===== src/rtl/life_engine.sv =====
// Parametrised Game-of-Life engine: ROWS x COLS grid with run/pause/step control, seed load and stable/extinct flags.
// Optional macro LIFE_HALT_ON_STABLE_EN: a RUN generation that is stable or extinct stops the engine in HALT.
`timescale 1ns/1ps

module life_engine #(
  parameter int ROWS     = 8,
  parameter int COLS     = 8,
  parameter int TICK_DIV = 12500000,
  parameter int WRAP     = 0,
  parameter int GEN_W    = 16
) (
  input  logic                 clk,
  input  logic                 reset,
  input  logic                 load,
  input  logic [ROWS*COLS-1:0] seed,
  input  logic                 start,
  input  logic                 pause,
  input  logic                 step,
  output logic [ROWS*COLS-1:0] grid,
  output logic [GEN_W-1:0]     gen_count,
  output logic [1:0]           state,
  output logic                 stable,
  output logic                 extinct
);

  localparam int CNT_W = (TICK_DIV > 2) ? $clog2(TICK_DIV) : 1;

  typedef enum logic [1:0] {
    S_IDLE  = 2'd0,
    S_RUN   = 2'd1,
    S_PAUSE = 2'd2,
    S_HALT  = 2'd3
  } state_t;

  state_t               state_q, state_d;
  logic [CNT_W-1:0]     tick_cnt;
  logic                 tick;
  logic                 do_load, do_gen, clr_stable;
  logic [ROWS*COLS-1:0] next_grid;
  logic                 next_same, next_dead;

  // Neighbour k (0..7) enumerates the 3x3 window in raster order, skipping the centre.
  function automatic int nb_dr(input int k);
    return ((k < 4) ? k : k + 1) / 3 - 1;
  endfunction

  function automatic int nb_dc(input int k);
    return ((k < 4) ? k : k + 1) % 3 - 1;
  endfunction

  for (genvar r = 0; r < ROWS; r++) begin : g_row
    for (genvar c = 0; c < COLS; c++) begin : g_col
      logic [7:0] nb;
      logic [3:0] n;

      for (genvar k = 0; k < 8; k++) begin : g_nb
        localparam int RR = r + nb_dr(k);
        localparam int CC = c + nb_dc(k);
        if (WRAP != 0) begin : g_wrap
          assign nb[k] = grid[((RR + ROWS) % ROWS) * COLS + ((CC + COLS) % COLS)];
        end else if (RR < 0 || RR >= ROWS || CC < 0 || CC >= COLS) begin : g_edge
          assign nb[k] = 1'b0;
        end else begin : g_inner
          assign nb[k] = grid[RR * COLS + CC];
        end
      end

      assign n = 4'($countones(nb));
      assign next_grid[r*COLS+c] = (n == 4'd3) || (grid[r*COLS+c] && (n == 4'd2));
    end
  end

  assign next_same = (next_grid == grid);
  assign next_dead = (next_grid == '0);
  assign tick      = (state_q == S_RUN) && (tick_cnt == CNT_W'(TICK_DIV - 1));
  assign state     = state_q;

  always_ff @(posedge clk or negedge reset) begin
    if (!reset) state_q <= S_IDLE;
    else        state_q <= state_d;
  end

  // Control priority: load > pause > start > step; a tick only acts when no control input claims the edge.
  always_comb begin
    // NOTE: every output of this block gets a default first, otherwise the
    // paths that do not assign it would infer a latch.
    state_d    = state_q;
    do_load    = 1'b0;
    do_gen     = 1'b0;
    clr_stable = 1'b0;
    if (load) begin
      do_load = 1'b1;
      state_d = S_PAUSE;
    end else begin
      unique case (state_q)
        S_IDLE: begin
          if (start) state_d = S_RUN;
        end
        S_RUN: begin
          if (pause) begin
            state_d = S_PAUSE;
          end else if (tick) begin
            do_gen = 1'b1;
`ifdef LIFE_HALT_ON_STABLE_EN
            if (next_same || next_dead) state_d = S_HALT;
`endif
          end
        end
        S_PAUSE: begin
          if (pause)      state_d = S_PAUSE;
          else if (start) state_d = S_RUN;
          else if (step)  do_gen  = 1'b1;
        end
        S_HALT: begin
          if (start) begin
            state_d    = S_RUN;
            clr_stable = 1'b1;
          end
        end
        default: state_d = S_IDLE;
      endcase
    end
  end

  // The tick counter only advances while staying in RUN; entering RUN restarts it at zero.
  always_ff @(posedge clk or negedge reset) begin
    // NOTE: sequential state uses non-blocking assignments so every register
    // samples pre-edge values regardless of block evaluation order.
    if (!reset)                                     tick_cnt <= '0;
    else if (state_q != S_RUN || state_d != S_RUN)  tick_cnt <= '0;
    else if (tick)                                  tick_cnt <= '0;
    else                                            tick_cnt <= tick_cnt + 1'b1;
  end

  always_ff @(posedge clk or negedge reset) begin
    // NOTE: the grid is a flop array, not a RAM, so it is reset like any other
    // register; the LED driver must never see power-up garbage.
    if (!reset) begin
      grid      <= '0;
      gen_count <= '0;
      stable    <= 1'b0;
      extinct   <= 1'b0;
    end else if (do_load) begin
      grid      <= seed;
      gen_count <= '0;
      stable    <= 1'b0;
      extinct   <= (seed == '0);
    end else if (do_gen) begin
      grid      <= next_grid;
      if (gen_count != '1) gen_count <= gen_count + 1'b1;
      stable    <= next_same;
      extinct   <= next_dead;
    end else if (clr_stable) begin
      stable    <= 1'b0;
    end
  end

endmodule

===== config.mk =====
export PLATFORM = sky130hd
export DESIGN_NAME = life_engine
export DESIGN_NICKNAME = d
export VERILOG_FILES = /design/src/rtl/life_engine.sv
export SDC_FILE = /design/constraint.sdc
export NUM_CORES = 1
export LEC_CHECK = 0
export CORE_ASPECT_RATIO = 0.8
export CORE_MARGIN = 2
export CORE_UTILIZATION = 45
export CTS_CLUSTER_SIZE = 12
export DETAILED_ROUTE_END_ITERATION = 12
export GPL_ROUTABILITY_DRIVEN = 0
export GPL_TIMING_DRIVEN = 0
export PLACE_DENSITY = 0.66
export SYNTH_ARGS = -nofsm -noshare
export SYNTH_HDL_FRONTEND = slang
export SYNTH_SLANG_ARGS = --single-unit

===== constraint.sdc =====
create_clock -name clk -period 4.45 [get_ports clk]
set_input_delay 0.445 -clock clk [delete_from_list [all_inputs] [get_ports clk]]
set_output_delay 0.445 -clock clk [all_outputs]
set_load 0.01 [all_outputs]

* After elaboration in Yosys (flattened, before gate mapping)
Index checks and enable logic that the tools add are counted.
** Storage, ports and cells
- Register bits after elaboration :: 108
- Input port bits :: 70
- Output and inout port bits :: 84
- Word-level logic and storage cells :: 568
** Operators by class
- Add/sub/neg operators :: 260
- Equality and inequality tests :: 136
- Muxes and demuxes :: 28
- Reductions and logical operators :: 138
** Operators with widths (count)
- 4-bit by 2-bit == test with 1-bit output, second input constant :: 124
- 2-bit by 2-bit adder with 3-bit output :: 84
- 1-bit by 1-bit adder with 2-bit output :: 98
- 3-bit by 4-bit adder with 4-bit output :: 39
- 64-bit logical NOT :: 2
- 64-bit two-way mux :: 2
- 1-bit logical AND :: 65
- 1-bit logical OR :: 65
- 64-bit == test :: 1
- 16-bit two-way mux :: 3
- 24-bit two-way mux :: 2
- 1-bit by 4-bit adder with 4-bit output :: 8
- 2-bit by 1-bit adder with 3-bit output :: 8
- 24-bit by 1-bit adder with 24-bit output, second input constant :: 1
- 3-bit by 1-bit adder with 4-bit output :: 6
- 24-bit == test, second input constant :: 1
- 4-bit adder :: 5
- 1-bit by 2-bit adder with 3-bit output :: 6
- 16-bit by 1-bit adder with 16-bit output, second input constant :: 1
- 16-bit != test, second input constant :: 1
- 1-bit two-way mux :: 15
- 3-bit by 2-bit adder with 4-bit output :: 3
- 3-bit by 2-bit == test with 1-bit output, second input constant :: 4
- 2-bit two-way mux :: 4
- 11 further kinds :: 14

* Logic depth before layout (Yosys ltp)
Gate-level depths: netlist (run 1).
- Depth in word-level cells :: 9
- Mapped depth :: 15
- Mapped depth without buffers :: 15

* Least setup slack after synthesis (run 1)
OpenSTA, ideal clock, no wires.
- Path kind :: register to register
- Start :: reg grid[41]
- End :: reg stable
- Setup time :: 64 ps
- Arrival time :: 3851 ps
- Required time :: 4386 ps
- Slack :: 535 ps
- Cell stages (with the launch flop) :: 14
- Path buffers :: 0
- Period minus slack after synthesis :: 3915 ps
- Cells stage by stage :: dfrtp_1 -> ha_1 -> ha_1 -> fa_1 -> fa_1 -> ha_1 -> fa_1 -> nor3b_1 -> o22ai_1 -> a211oi_1 -> and4_1 -> nand4_1 -> nor4_1 -> a21o_1
** Between the ends
- Cells in the longest elaborated chain, start to end :: 9
- Elaborated cells between the ends (all ways) :: 55
- Classes of those cells :: add/sub (18); eq/ne (17); mux (2); reduce/logical (18)
** RTL lines
- start: declaration :: RTL line 19 : output logic [ROWS*COLS-1:0] grid,
- start signal: assignment :: RTL line 149 : grid <= next_grid;
- 1-bit by 1-bit adder with 2-bit output (implied by the code) :: RTL line 68 : assign n = 4'($countones(nb));
- 1-bit by 2-bit adder with 3-bit output (implied by the code) / 2-bit by 2-bit adder with 3-bit output (equally long branches) :: RTL line 68
- 4-bit adder (implied by the code) / 3-bit by 4-bit adder with 4-bit output (equally long branches) :: RTL line 68
- 4-bit by 2-bit == test with 1-bit output :: RTL line 69 : assign next_grid[r*COLS+c] = (n == 4'd3) || (grid[r*COLS+c] && (n == 4'd2));
- 1-bit logical AND :: RTL line 69
- 1-bit logical OR :: RTL line 69
- 64-bit == test * :: RTL line 73 : assign next_same = (next_grid == grid);
- 1-bit two-way mux * :: RTL line 148 : end else if (do_gen) begin
- 1-bit two-way mux * :: RTL line 143 : end else if (do_load) begin
- end signal: assignment :: RTL line 151 : stable <= next_same;
- end: declaration :: RTL line 22 : output logic stable,
Every way passes the cells marked *; elsewhere a longest branch is shown, timed or not.
A chain may end at the register's enable or synchronous reset.

* Worst setup path after layout (run 1)
- Start :: reg grid[45]
- End :: reg stable
** Between the ends
- Cells in the longest elaborated chain, start to end :: 9
- Elaborated cells between the ends (all ways) :: 57
- Classes of those cells :: add/sub (20); eq/ne (17); mux (2); reduce/logical (18)
** RTL lines (RTL line)
- 1-bit by 1-bit adder with 2-bit output (implied by the code) :: 68
- 2-bit by 2-bit adder with 3-bit output (implied by the code) :: 68
- 3-bit by 4-bit adder with 4-bit output (implied by the code) :: 68
- 4-bit by 2-bit == test with 1-bit output :: 69
- 1-bit logical AND :: 69
- 1-bit logical OR :: 69
- 64-bit == test * :: 73
- 1-bit two-way mux * :: 148
- 1-bit two-way mux * :: 143
Marks and branches as above.

==> results of run 1 <==
## how the worst max path moves through the flow
stage                               startpoint                   end  slack (ns)
final                     grid[45]$_DFFE_PN0P_    stable$_DFFE_PN0P_        0.05
after global placement                   reset  grid[59]$_DFFE_PN0P_       -1.67
after detailed placement  grid[52]$_DFFE_PN0P_    stable$_DFFE_PN0P_       -0.55
after floorplan           grid[41]$_DFFE_PN0P_    stable$_DFFE_PN0P_        0.54
after global routing      grid[27]$_DFFE_PN0P_    stable$_DFFE_PN0P_       -0.03
after CTS                 grid[45]$_DFFE_PN0P_    stable$_DFFE_PN0P_       0.007
## placed cells by master, fill, tap and decap left out, drive strengths merged, types with 6 or more instances in the layout
| cell type | count |
|---|---|
| a211oi | 20 |
| a21o | 11 |
| a21oi | 78 |
| and3 | 6 |
| and3b | 7 |
| buf | 41 |
| clkbuf | 34 |
| clkdlybuf4s50 | 152 |
| dfrtp | 108 |
| fa | 185 |
| ha | 226 |
| inv | 163 |
| mux2i | 14 |
| nand2 | 100 |
| nand2b | 11 |
| nand3 | 35 |
| nand4 | 36 |
| nor2 | 128 |
| nor2b | 29 |
| nor3 | 13 |
| nor3b | 31 |
| nor4 | 30 |
| o2111ai | 6 |
| o211ai | 11 |
| o21ai | 104 |
| o22ai | 6 |
| o31ai | 24 |
| xnor2 | 23 |
| xor2 | 18 |
## flip-flops by register name, summed over array words and instances, names as in the netlist
| register | cells |
|---|---|
| grid | 64 |
| tick_cnt | 24 |
| gen_count | 16 |
| state | 2 |
| extinct | 1 |
| stable | 1 |
## metal layers
layer,vias up,share of wire,GRT usage
li1,5726,-,-
met1,6555,0.41,0.464
met2,926,0.41,0.475
met3,168,0.13,0.0842
met4,2,0.046,0.137
met5,-,0.00025,0
## kinds of logic after synthesis
logic type / count (synthesis)
mux: 15
flops: 108
simple gates: 454
buf+inv: 191
xor+xnor: 41
fa+ha+maj: 411
compound gates: 298
## final cells by class
type,count,area share
Multi-Input combinational cell,1219,0.652
Sequential cell,108,0.155
Timing Repair Buffer,189,0.105
Inverter,160,0.0339
Tap cell,427,0.0301
Clock buffer,9,0.0127
Buffer,31,0.00762
Clock inverter,7,0.00459
## worst max-delay path, delay by kind of cell, from the launching register on
kind | cells | cell delay [ns]
AOI/OAI and AO/OA | 2 | 0.32
adders and majority gates | 6 | 2.15
buffers and inverters | 1 | 0.20
DFF | 1 | 0.47
and+or+nand+nor | 4 | 1.21
## power by group through the flow
stage	combinational (mW)	sequential, mW	clock [mW]
5_1_grt	7.71	1.33	0.939
3_3_place_gp	5.96	1.33	0
4_1_cts	6.49	1.32	0.899
3_5_place_dp	6.15	1.33	0
6_report	7.13	1.32	0.903
2_1_floorplan	4.02	1.25	0
## per-stage QoR
| step | hold slack (ns) | cells | utilization | setup TNS, ns |
|---|---|---|---|---|
| 2_1_floorplan | 0.149 | 1518 | - | 0 |
| 3_3_place_gp | 0.474 | 2098 | 0.518 | -179.04 |
| 3_5_place_dp | 0.332 | 2099 | 0.519 | -0.798 |
| 4_1_cts | 0.493 | 2116 | 0.534 | 0 |
| 5_1_grt | 0.535 | 2150 | 0.548 | -0.0299 |
| 6_report | 0.484 | 2150 | 0.548 | 0 |
## timing repair
item | in CTS | in global routing
buffers inserted | 0 | 34
pin swaps | 2 | 18
hold buffers | 1 | 0
hold endpoints to repair | 24 | 0
resized for setup | 55 | 33
endpoints found under the setup margin | 2 | 2
==> summary.md, run 1 <==
| Metric | Value |
|---|---|
| Max VDD drop | 0.273 mV |
| Main combinational cell family by area after synthesis | adder cells |
| Max-cap violation count | 0 |
| Total Nets Final | 2199 |
| Area Growth Syn to Fin | 20.8% |
| Synthesis Warnings | 0 |
| Clock Pin Slew Worst Setup and Hold Paths | 0.08 ns |
| Critical-path cell list | buf_4 -> ha_1 -> ha_1 -> fa_1 -> fa_1 -> ha_1 -> fa_1 -> nor3b_2 -> o22ai_1 -> nor4_1 -> nand4_1 -> nor4_2 -> a21o_1 |
| Logic pwr share | 0.762 |
| CP Class | reg2reg |
| Avg Cell Area, Syn | 9.67 sq um |
| Sw Ratio | 0.520 |
| WP data arrival | 4.72 ns |
| Placed cell area | 16800 sq um |
| Pins Over Slew Limit | 0 |
| Crit path capture type | flip-flop |
| Status | complete, no violations |
| Worst skew pair latency | 0.38 ns |
| CTS Sinks | 108 |
| Worst Path Required | 4.77 ns |
| Fill cell count | 2910 |
| Cell Int Power | 4.49 mW |
| Switching power | 4.87 mW |
| Hold Path Depth | 1 |
| Pleak | 8.07 nW |
| R2R setup slack | 0.05 ns |
| Share of layout cells above drive strength 1 | 0.0836 |
| Number of diodes | 0 |
| Period utilization | 0.990 |
| Syn Nets | 1999 |
| FF/Latch Area | 2740 sq um |
| Vias/cell | 6.22 |
| Max Root-Sink Buffers | 2 |
| Design Area, Final | 17700 sq um |
| GRT Resource Usage Total | 0.328 |
| Initial antenna violation count | 3 |
| Post-synthesis cell count | 1518 |
| DIE AREA | 34100 sq um |
| Count leader, synth | ha_1 |
| Unique masters post-synth | 70 |
| Most instantiated cells after synthesis | ha_1 (226), fa_1 (185), inv_1 (160), nor2_1 (128), dfrtp_1 (108) |
| Largest net degree at the start of global routing | 85 |
| Clock Skews | 0.0111 ns |
| Hold endpoint | tick_cnt[0]$_DFF_PN0_ |
| Hold Path Origin | tick_cnt[0]$_DFF_PN0_ |
| Ports | 154 |
| Die Wd | 206 um |
| Rows | 59 |
| Total Power | 9.36 mW |
| Top cells by area, synth | fa_1 (25%), ha_1 (19%), dfrtp_1 (18%), inv_1 (4.1%), o21ai_0 (3.4%) |
| DRC viols | 0 |
| EDFF count, synth | 0 |
| Compound-gate portion of the synthesized area | 0.125 |
| Crit path launch type | flip-flop |
| Largest stage delay, worst path | 0.50 ns |
| R2r startpoint | grid[45]$_DFFE_PN0P_ |
| Max Fanout on Critical Path | 5 |
| Routed via count | 13377 |
| HPWL Detailed | 44400 um |
| Top cell type's share of synthesized area | 0.252 |
| Area share of fa/ha/maj cells after synthesis | 0.445 |
| Final worst slack | 0.0450 ns |
| Register-to-Register Path Depth | 13 |
| Post-DRT Antenna Nets | 0 |
| Xor/xnor share of the synthesized area | 0.0245 |
| Vias in the first global route | 13199 |
| Async set-reset flop share out of synthesis | 1.00 |
| Die H | 166 um |
| FF+latch count, synth | 108 |
| IO Port Bufs | 153 |
| CTS tree | built |
| Fmax | 227 MHz |
| Synth Cell Area | 14700 sq um |
| PD cells | 528 nW/um^2 |
| Endpoints failing setup | 0 |
| First-pass GRT wire length | 81400 um |
| Worst path slowest cell | fa_1 |
| Worst Tran Pin Value | 1.19 ns |
| Router iterations before antenna repair | 6 |
| Top FF cell, synth | dfrtp_1 |
| Sequential share of power | 0.141 |
| Worst slack at placement | -0.549 ns |
| Min cycle time layout | 4.40 ns |
| Rel. slew slack | 0.202 |
| Detailed-route wire length | 54900 um |
| Final hold violations | 0 |
| CTS buffer count | 9 |
| Routed len/inst | 25.6 um |
| Starting Density | 0.454 |
| Multi-input gate area | 11600 sq um |
| Clock share of power | 0.097 |
| H-tree lvl count | 3 |
| Core Area | 32300 sq um |
| Post-synthesis mux area share | 0.0103 |
| Gr ovfl total | 0 |
| Post-synth top area cell | fa_1 |
| Sequential fraction of the synthesis area | 0.184 |
| CTS root buf | clkbuf_16 |
| Iteration-0 DRC Markers | 1801 |
| Hold WC Path Type | reg2reg |
| Post-synthesis simple-gate area fraction | 0.161 |
| R2r endpoint | stable$_DFFE_PN0P_ |
(Power assumes the default switching activity.)
==> run 2: changes to the inputs <==
--- a/config.mk
+++ b/config.mk
@@ -5,7 +5,6 @@
 export SDC_FILE = /design/constraint.sdc
 export NUM_CORES = 1
 export LEC_CHECK = 0
-export CORE_ASPECT_RATIO = 0.8
 export CORE_MARGIN = 2
 export CORE_UTILIZATION = 45
 export CTS_CLUSTER_SIZE = 12
==> constraint.sdc (replaced) <==
create_clock -name clk -period 5.5 [get_ports clk]
set_input_delay 0.55 -clock clk [delete_from_list [all_inputs] [get_ports clk]]
set_output_delay 0.55 -clock clk [all_outputs]
set_load 0.01 [all_outputs]
==> run 2 against run 1 <==
  * Global-route usage shrank 0.36 points
  * Sequential cell count is the same
  * First-iteration DRC count shrank 24%
  * Clock skew grew 0.0013 ns
  * Power shrank 26%
  * Combinational power shrank 28%
  * Non-clock buffer count shrank 35
  * Worst hold slack lost 0.40 ns
  * Core utilization shrank 1.9 points
  * Register-to-register slack gained 0.14 ns
  * Critical path depth shrank 1
  * Sequential power shrank 19%
  * Critical endpoint unchanged
==> summary.md, run 2 (synthesis gave the netlist of run 1 again) <==
| Metric | Value |
|---|---|
| Sw Ratio | 0.532 (+0.0119) |
| Total Nets Final | 2164 (-1.6%) |
| Worst Path Required | 5.82 ns (+1.05 ns) |
| Fmax | 188 MHz (-17%) |
| Crit path launch type | flip-flop |
| Max Root-Sink Buffers | 2 (unchanged) |
| R2r startpoint | grid[28]$_DFFE_PN0P_ |
| Routed via count | 13142 (-1.8%) |
| Pins Over Slew Limit | 0 (unchanged) |
| Gr ovfl total | 0 (unchanged) |
| Worst Tran Pin Value | 1.18 ns (-0.00351 ns) |
| Cell Int Power | 3.24 mW (-28%) |
| Post-CTS Setup Bufs | 0 (unchanged) |
| Crit path capture type | flip-flop |
| Setup TNS | 0 ns (unchanged) |
| GRT Resource Usage Total | 0.324 (-0.00358) |
| Routed len/inst | 25.1 um (-1.7%) |
| RSZ-0062 raised after global routing | false |
| Rows | 66 (+12%) |
| HPWL Detailed | 43900 um (-0.97%) |
| CTS buffer count | 9 (unchanged) |
| Endpoints failing setup | 0 (unchanged) |
| Post-DRT Antenna Nets | 0 (unchanged) |
| Router iterations before antenna repair | 6 (unchanged) |
| Most common cell after layout, fill and taps aside | ha_1 |
| Max VDD drop | 0.152 mV (-44%) |
| Clock Skews | 0.0125 ns (+0.00134 ns) |
| Max-cap violation count | 0 (unchanged) |
| Final non-filler cell total | 2132 (-0.84%) |
| Area Growth Syn to Fin | 16.4% |
| Max FFs per register | 64 (unchanged) |
| WP data arrival | 5.64 ns (+0.92 ns) |
| Reg with most FFs | grid |
| Die Wd | 185 um (-10%) |
| Vias/cell | 6.16 (-0.93%) |
| DIE AREA | 34100 sq um (about the same) |
| R2r endpoint | stable$_DFFE_PN0P_ |
| Worst Setup SP | grid[28]$_DFFE_PN0P_ |
| Status | complete, no violations |
| # hold bufs at CTS | 0 (-1) |
| Register-to-Register Path Depth | 12 (-1) |
| DRC viols | 0 (unchanged) |
| Clock Pin Slew Worst Setup and Hold Paths | 0.09 ns (about the same) |
| Initial antenna violation count | 0 (-3) |
| PD cells | 405 nW/um^2 (-23%) |
| CP Class | reg2reg |
| H-tree lvl count | 3 (unchanged) |
| Detailed-route wire length | 53600 um (-2.5%) |
| Largest registers | grid (64), tick_cnt (24), gen_count (16) |
| CTS root buf | clkbuf_16 |
| Fill cell count | 2988 (+2.7%) |
| CTS tree | built |
| Post-cts gate resize count | 0 (-100%) |
| IO Port Bufs | 153 (unchanged) |
| Switching power | 3.68 mW (-24%) |
| Max Fanout on Critical Path | 9 (+4) |
| Share of layout cells above drive strength 1 | 0.0237 (-0.0599) |
| Ports | 154 (unchanged) |
| Die H | 185 um (+12%) |
| Logic pwr share | 0.745 (-0.017) |
| Period utilization | 0.967 (-0.0229) |
| Sequential share of power | 0.155 (+0.014) |
| Worst skew pair latency | 0.39 ns (about the same) |
| Worst Hold Slack | 0.0834 ns (-0.401 ns) |
| Most frequent cells in the layout | ha_1 (226), fa_1 (185), inv_1 (160) |
| Iteration-0 DRC Markers | 1374 (-24%) |
| Clock share of power | 0.100 (+0.003) |
| Min cycle time layout | 5.32 ns (+0.914 ns) |
| R2R setup slack | 0.18 ns (+0.14 ns) |
| Vias in the first global route | 13026 (-1.3%) |
| Final hold violations | 0 (unchanged) |
| CTS Sinks | 108 (unchanged) |
| Pleak | 7.81 nW (-3.2%) |
| Core Area | 32300 sq um (-0.14%) |
| Largest net degree at the start of global routing | 69 (-19%) |
| Dpl cells | 2114 (+0.71%) |
| Hold WC Path Type | in2async |
| Starting Density | 0.454 (+0.000633) |
| First-pass GRT wire length | 80200 um (-1.5%) |
| Rel. slew slack | 0.205 (+0.00236) |
[run 2: cell count changes in the layout (fill, tap and decap cells not counted), sizes merged, moves of 2 or more]
cell    delta
buf       -33
diode      +2
clkbuf     +2
inv        -2
[run 2: power by group through the flow]
stage	Sequential [mW]	Clock, mW	Combinational (mW)
after floorplan	1.01	0	3.25
after global placement	1.08	0	4.79
after detailed placement	1.08	0	4.95
after CTS	1.06	0.696	4.99
after global routing	1.08	0.718	5.63
final	1.07	0.693	5.15
[run 2: worst max path at each step]
| stage | end | slack [ns] | cells past startpoint |
|---|---|---|---|
| 2_1_floorplan | stable$_DFFE_PN0P_ | 1.59 | 13 |
| 4_1_cts | stable$_DFFE_PN0P_ | 0.43 | 12 |
| 6_report | stable$_DFFE_PN0P_ | 0.18 | 12 |
| 3_5_place_dp | stable$_DFFE_PN0P_ | 0.47 | 12 |
| 3_3_place_gp | grid[59]$_DFFE_PN0P_ | -0.86 | 1 |
| 5_1_grt | stable$_DFFE_PN0P_ | 0.16 | 14 |
[run 2: layout make-up]
cell class	instances	area [sq um]	area share
multi-input cells	1219	11200	0.658
repair buffers	154	1560	0.0913
clock buffers	11	243	0.0142
inverters	160	601	0.0352
well taps	442	553	0.0324
plain buffers	31	135	0.00791
diodes	2	5.00	0.000293
clock inverters	5	45.0	0.00264
flip-flops and latches	108	2700	0.158
[run 2: worst max-delay path: stages (launching register included)]
cell	delay, ns
dfrtp_1	0.70
ha_1	0.38
ha_1	0.21
fa_1	0.50
fa_1	0.42
ha_1	0.22
fa_1	0.44
nor3b_1	0.80
o22ai_1	0.30
nor4_1	0.25
nand4_1	0.25
nor4_1	0.59
a21o_1	0.20
[run 2: stage by stage]
step           worst slack [ns]  utilization  power [mW]  area (sq um)
3_3_place_gp             -0.862        0.519        5.86         16800
6_report                  0.182        0.529        6.92         17100
3_5_place_dp              0.466        0.520        6.02         16800
5_1_grt                   0.165        0.529        7.43         17100
4_1_cts                   0.429        0.529        6.75         17100
2_1_floorplan              1.59            -        4.27         14700
[run 2: layer usage]
metal  part of all wire  GRT usage  up-vias
met5                  0          0        -
met3               0.11     0.0719      186
met4              0.059      0.175        0
met1               0.41      0.438     6448
li1                   -          -     5663
met2               0.43      0.483      845
